**src/rtl/endec_pkg.sv**
```systemverilog
// ============================================================================
// Module      : endec_pkg
// Description : Shared parameters, request-frame field map and receive FSM
//               states for the convolutional encoder/decoder path.
// Revision    : 1.0 - initial release
// ============================================================================
`default_nettype none

package endec_pkg;

    localparam int MAX_CONSTRAINT_LENGTH = 9;
    localparam int MAX_CODE_RATE         = 3;
    localparam int MAX_STATE_REG_NUM     = 8;

    localparam int FRAME_BEATS = 10;
    localparam int BEAT_CNT_W  = 4;

    // Request frame field map (bit offsets within the 640-bit frame)
    localparam int GEN_POLY_W    = MAX_CONSTRAINT_LENGTH * MAX_CODE_RATE;
    localparam int GEN_POLY_LSB  = 0;
    localparam int CODE_RATE_BIT = 27;
    localparam int PRV_STATE_LSB = 28;
    localparam int ENC_DATA_LSB  = 64;
    localparam int ENC_DATA_W    = 192;
    localparam int DEC_DATA_LSB  = 256;
    localparam int DEC_DATA_W    = 384;

    typedef enum logic [1:0] {
        RECV  = 2'd0,
        HOLD  = 2'd1,
        DRAIN = 2'd2
    } rx_state_t;

endpackage

`default_nettype wire

```
**src/rtl/endec_axis_frame_rx.sv**
```systemverilog
// ============================================================================
// Module      : endec_axis_frame_rx
// Description : AXI4-Stream request-frame deserializer; collects ten beats,
//               checks frame length and hands the fields to the endec core.
// Revision    : 1.0 - initial release
// ============================================================================
`default_nettype none

module endec_axis_frame_rx #(
    parameter int DATA_W      = 64,
    parameter int FRAME_BEATS = 10
) (
    input  logic                                   sys_clk,
    input  logic                                   rst,
    input  logic [DATA_W-1:0]                      s_axis_tdata,
    input  logic                                   s_axis_tvalid,
    input  logic                                   s_axis_tlast,
    output logic                                   s_axis_tready,
    output logic [endec_pkg::GEN_POLY_W-1:0]        o_gen_poly_flat,
    output logic                                   o_code_rate,
    output logic [endec_pkg::MAX_STATE_REG_NUM-1:0] o_prv_encoder_state,
    output logic [endec_pkg::ENC_DATA_W-1:0]        o_encoder_data_frame,
    output logic [endec_pkg::DEC_DATA_W-1:0]        o_decoder_data_frame,
    output logic                                   o_frame_valid,
    input  logic                                   i_frame_ack,
    output logic                                   o_frame_err
);

    import endec_pkg::*;

    localparam int FRAME_W = DATA_W * FRAME_BEATS;
    // Only the low 36 bits of beat 0 carry fields; the rest is reserved
    localparam int BEAT0_W = PRV_STATE_LSB + MAX_STATE_REG_NUM;
    localparam logic [BEAT_CNT_W-1:0] c_last_beat = BEAT_CNT_W'(FRAME_BEATS - 1);

    rx_state_t               r_state;
    rx_state_t               w_state_nxt;
    logic [BEAT_CNT_W-1:0]   r_count;
    logic [BEAT_CNT_W-1:0]   w_count_nxt;
    logic                    r_tready;
    logic                    r_valid;
    logic                    r_err;
    logic                    w_err;
    logic                    w_accept;
    logic [FRAME_W-1:DATA_W] r_frame_hi;
    logic [BEAT0_W-1:0]      r_beat0;

    assign w_accept = s_axis_tvalid && r_tready;

    always_comb begin
        w_state_nxt = r_state;
        w_count_nxt = r_count;
        w_err       = 1'b0;
        case (r_state)
            RECV: begin
                if (w_accept) begin
                    if (r_count == c_last_beat) begin
                        w_count_nxt = '0;
                        if (s_axis_tlast) begin
                            w_state_nxt = HOLD;
                        end else begin
                            w_err       = 1'b1;
                            w_state_nxt = DRAIN;
                        end
                    end else if (s_axis_tlast) begin
                        w_err       = 1'b1;
                        w_count_nxt = '0;
                    end else begin
                        w_count_nxt = r_count + 1'b1;
                    end
                end
            end
            HOLD: begin
                if (i_frame_ack) begin
                    w_state_nxt = RECV;
                end
            end
            DRAIN: begin
                if (w_accept && s_axis_tlast) begin
                    w_state_nxt = RECV;
                end
            end
            default: begin
                w_state_nxt = RECV;
                w_count_nxt = '0;
            end
        endcase
    end

    // tready/valid are registered from the next state so both flip on the
    // edge that accepts the last beat or samples the ack.
    always_ff @(posedge sys_clk) begin
        if (rst) begin
            r_state    <= RECV;
            r_count    <= '0;
            r_tready   <= 1'b0;
            r_valid    <= 1'b0;
            r_err      <= 1'b0;
            r_frame_hi <= '0;
            r_beat0    <= '0;
        end else begin
            r_state  <= w_state_nxt;
            r_count  <= w_count_nxt;
            r_tready <= (w_state_nxt != HOLD);
            r_valid  <= (w_state_nxt == HOLD);
            r_err    <= w_err;
            if (r_state == RECV && w_accept) begin
                if (r_count == '0) begin
                    r_beat0 <= s_axis_tdata[BEAT0_W-1:0];
                end
                for (int k = 1; k < FRAME_BEATS; k++) begin
                    if (r_count == BEAT_CNT_W'(k)) begin
                        r_frame_hi[k*DATA_W +: DATA_W] <= s_axis_tdata;
                    end
                end
            end
        end
    end

    assign s_axis_tready        = r_tready;
    assign o_frame_valid        = r_valid;
    assign o_frame_err          = r_err;
    assign o_gen_poly_flat      = r_beat0[GEN_POLY_LSB +: GEN_POLY_W];
    assign o_code_rate          = r_beat0[CODE_RATE_BIT];
    assign o_prv_encoder_state  = r_beat0[PRV_STATE_LSB +: MAX_STATE_REG_NUM];
    assign o_encoder_data_frame = r_frame_hi[ENC_DATA_LSB +: ENC_DATA_W];
    assign o_decoder_data_frame = r_frame_hi[DEC_DATA_LSB +: DEC_DATA_W];

endmodule

`default_nettype wire

```
**config.mk**
```make
export PLATFORM = sky130hd
export DESIGN_NAME = endec_axis_frame_rx
export DESIGN_NICKNAME = d
export VERILOG_FILES = /design/src/rtl/endec_pkg.sv /design/src/rtl/endec_axis_frame_rx.sv
export SDC_FILE = /design/constraint.sdc
export NUM_CORES = 1
export LEC_CHECK = 0
export CORE_AREA = 4 4 263 265
export CTS_CLUSTER_DIAMETER = 40
export DETAILED_ROUTE_END_ITERATION = 12
export DIE_AREA = 0 0 267 269
export PLACE_DENSITY_LB_ADDON = 0.1
export SYNTH_ARGS = -nofsm -noshare
export SYNTH_HDL_FRONTEND = slang
export SYNTH_SLANG_ARGS = --single-unit
```
**constraint.sdc**
```tcl
create_clock -name sys_clk -period 2.7 [get_ports sys_clk]
set_input_delay 0.27 -clock sys_clk [delete_from_list [all_inputs] [get_ports sys_clk]]
set_output_delay 0.27 -clock sys_clk [all_outputs]
set_load 0.03 [all_outputs]
```
==> flow_metrics.env <==
export IMPL_rsz0062_at_grt="no"
export IMPL_ys_warn_count=0
export IMPL_worstMarginPinSlew_ns=0.953
export IMPL_leakagePower_nw=11.0
export IMPL_clk_latency_ns=0.66
export IMPL_grt_pass1_wl_um=135000
export IMPL_arrival_ns=2.82
export IMPL_async_flop_share_pct=0
export IMPL_worst_clock_skew_ns=0.0353
export IMPL_status="completed"
export IMPL_grt_max_degree=123
export IMPL_gr_total_overflow=0
export IMPL_dp_cells=4139
export IMPL_yosysMostFrequentCell="nand2_1"
export IMPL_viasPerCell=4.87
export IMPL_ys_ff_latch=621
export IMPL_syn_to_final_growth_pct=51.0
export IMPL_period_needed_ns=2.26
export IMPL_synth_cells=2797
export IMPL_multiInputGateArea_sq_um=8230
export IMPL_crit_path_end_kind="flop"
export IMPL_clockBufferDepth=3
export IMPL_clk_pin_slew_ns=0.05
export IMPL_synth_mux_area_share_pct=0.0456
export IMPL_yosys_area_share_simple_pct=22.2
export IMPL_htree_levels=3
export IMPL_fp_dieW_um=267
export IMPL_p_sw_mw=5.54
export IMPL_power_mw=24.4
export IMPL_setup_violations=0
export IMPL_ios=684
export IMPL_seq_area_sq_um=12400
export IMPL_holdPathEnd="r_frame_hi[201]"
export IMPL_met1_usage_pct=29.8
export IMPL_min_from="rst"
export IMPL_cts_tree="yes"
export IMPL_seq_power_share_pct=37.9
export IMPL_drt_wl_total_um=94800
export IMPL_drtIter0Drc=1428
export IMPL_synth_xor_area_share_pct=0.0399
export IMPL_use_met3_pct=7.08
export IMPL_grt_busiest_layer="met2"
export IMPL_cp_max_fo=31
export IMPL_internal_power_mw=18.9
export IMPL_vias=21122
export IMPL_swShare_pct=22.7
export IMPL_initial_utilization_pct=32.8
export IMPL_clock_fmax_ghz=0.442
export IMPL_clockRootBuffer="clkbuf_16"
export IMPL_hold_buffers=0
export IMPL_syn_nets=2874
export IMPL_worstPathRequired_ns=3.26
export IMPL_core_sq_um=66800
export IMPL_whs_ns=0.139
export IMPL_crit_path_start_kind="flop"
export IMPL_wl_per_cell_um=21.9
export IMPL_synth_main_ff_cell="dfxtp_1"
export IMPL_track_usage_pct=25.0
export IMPL_synth_compound_area_share_pct=14.5
export IMPL_reg2regPathDepth=8
export IMPL_dieArea_sq_um=71800
export IMPL_cts_resized=0
export IMPL_tns_ns=0
export IMPL_use_met2_pct=43.1
export IMPL_fillers=6310
export IMPL_rrSetupSlack_ns=0.44
export IMPL_dpl_hpwl_um=64100
export IMPL_crit_type="flop to flop"
export IMPL_slew_headroom_pct=36.5
export IMPL_dr_pass1_iters=5
export IMPL_period_share_pct=83.7
export IMPL_gp_congestion=0.826
export IMPL_ys_top_cells_by_area="dfxtp_1 57%, nand2_1 21%, a21oi_1 14%, buf_2 3.5%, clkbuf_1 1.6%"
export IMPL_die_h_um=269
export IMPL_reg2reg_to="r_frame_hi[127]"
export IMPL_yosysTopAreaCellShare_pct=56.7
export IMPL_synth_edf_count=0
export IMPL_synth_top_area_cell="dfxtp_1"
export IMPL_power_density_nw_per_um2=737
export IMPL_fin_cells=4337
export IMPL_yosys_top_cells_count="1228 x nand2_1, 621 x dfxtp_1, 615 x a21oi_1, 152 x buf_2, 93 x clkbuf_1"
export IMPL_whs_path_depth=2
export IMPL_r2r_start="r_state[0]"
export IMPL_rows=95
export IMPL_antenna_cells=0
export IMPL_utilization_pct=49.6
export IMPL_antenna_found_initial=0
export IMPL_ys_seq_area_share_pct=56.7
export IMPL_syn_cell_area_sq_um=21900
export IMPL_grt_pass1_vias=19747
export IMPL_drv_slew=0
export IMPL_port_buffers=683
export IMPL_cap_violations=0
export IMPL_clkPwrFrac_pct=58.8
export IMPL_synth_top_family_by_area="simple AND/OR/NAND/NOR gates"
export IMPL_min_path_type="primary input to flop"
export IMPL_numClockSinks=621
export IMPL_cts_buffers=106
export IMPL_syn_area_per_cell_sq_um=7.84
export IMPL_nNetsFinal=3451
export IMPL_synth_adder_area_share_pct=0.456
export IMPL_drc=0
export IMPL_max_vdd_ir_drop_mv=0.450
export IMPL_antenna_left=0
export IMPL_post_cts_buffers=0
export IMPL_hold_viol=0
export IMPL_layout_drive_gt1_share_pct=7.45
export IMPL_pwr_share_comb_pct=3.3
export IMPL_synth_cell_types=36
critical path: stages, from the launching register on:
cell and delay (ns):
dfxtp_1 0.40, inv_1 0.08, ha_1 0.29, and4b_1 0.24, buf_4 0.20, nand3b_1 0.21
buf_4 0.45, nand2_1 0.12, a21oi_1 0.15
cell usage in the layout (no fill, tap or decap), types with 11 or more instances in the layout:
cell type	count
dfxtp_1	621
clkdlybuf4s50_1	682
buf_12	20
clkinvlp_4	12
buf_4	33
nand2_1	1227
clkinv_2	16
inv_6	12
clkbuf_16	106
clkbuf_1	11
a21oi_1	615
bufinv_16	20
through the flow:
stage          area [sq um]  setup slack, ns
3_5_place_dp          29300            0.377
5_1_grt               33100            0.254
4_1_cts               33100            0.403
2_1_floorplan         21900            0.817
3_3_place_gp          29300            0.416
6_report              33100            0.440
sequential cells by signal, indices dropped and copies added, names as in the netlist:
register,flops
r_count,4
r_frame_hi,576
r_state,2
r_beat0,36
o_frame_err,1
o_frame_valid,1
s_axis_tready,1
cell families after synthesis:
kind of cell               count (synthesis)
muxes                                      1
xor gates and xnor gates                   1
AOI/OAI and AO/OA                        628
buffers and inverters                    273
and+or+nand+nor                         1265
DFF                                      621
adders and majority gates                  8
layer usage:
layer,up-vias,wire (um),part of all wire (%)
li1,10118,-,-
met1,10111,37200,39
met2,752,46900,49
met3,141,7340,7.7
met4,0,3380,3.6
met5,-,0,0
how the worst max path moves through the flow:
stage / from / to / slack [ns] / depth (start not counted)
after floorplan: r_state[0] / r_beat0[15] / 0.82 / 9
after global placement: s_axis_tvalid / r_frame_hi[135] / 0.42 / 7
after detailed placement: s_axis_tvalid / r_frame_hi[139] / 0.38 / 7
after CTS: r_state[0] / r_frame_hi[91] / 0.40 / 8
after global routing: r_state[1] / r_frame_hi[150] / 0.25 / 8
final: r_state[0] / r_frame_hi[127] / 0.44 / 8
power by group through the flow:
stage	Sequential [mW]	Combinational (mW)	Clock [mW]
final	9.24	0.810	14.4
after detailed placement	9.43	0.815	0
after floorplan	9.50	0.349	0
after CTS	9.24	0.817	14.6
after global routing	9.24	0.853	15.0
after global placement	9.43	0.810	0
layout make-up:
type | instances | area share [%]
Clock buffer | 125 | 8.47
Clock inverter | 73 | 3.17
Inverter | 6 | 0.0680
Multi-Input combinational cell | 1903 | 24.9
Sequential cell | 621 | 37.5
Tap cell | 873 | 3.30
Timing Repair Buffer | 736 | 22.6
Power figures use the tool's default switching activity.
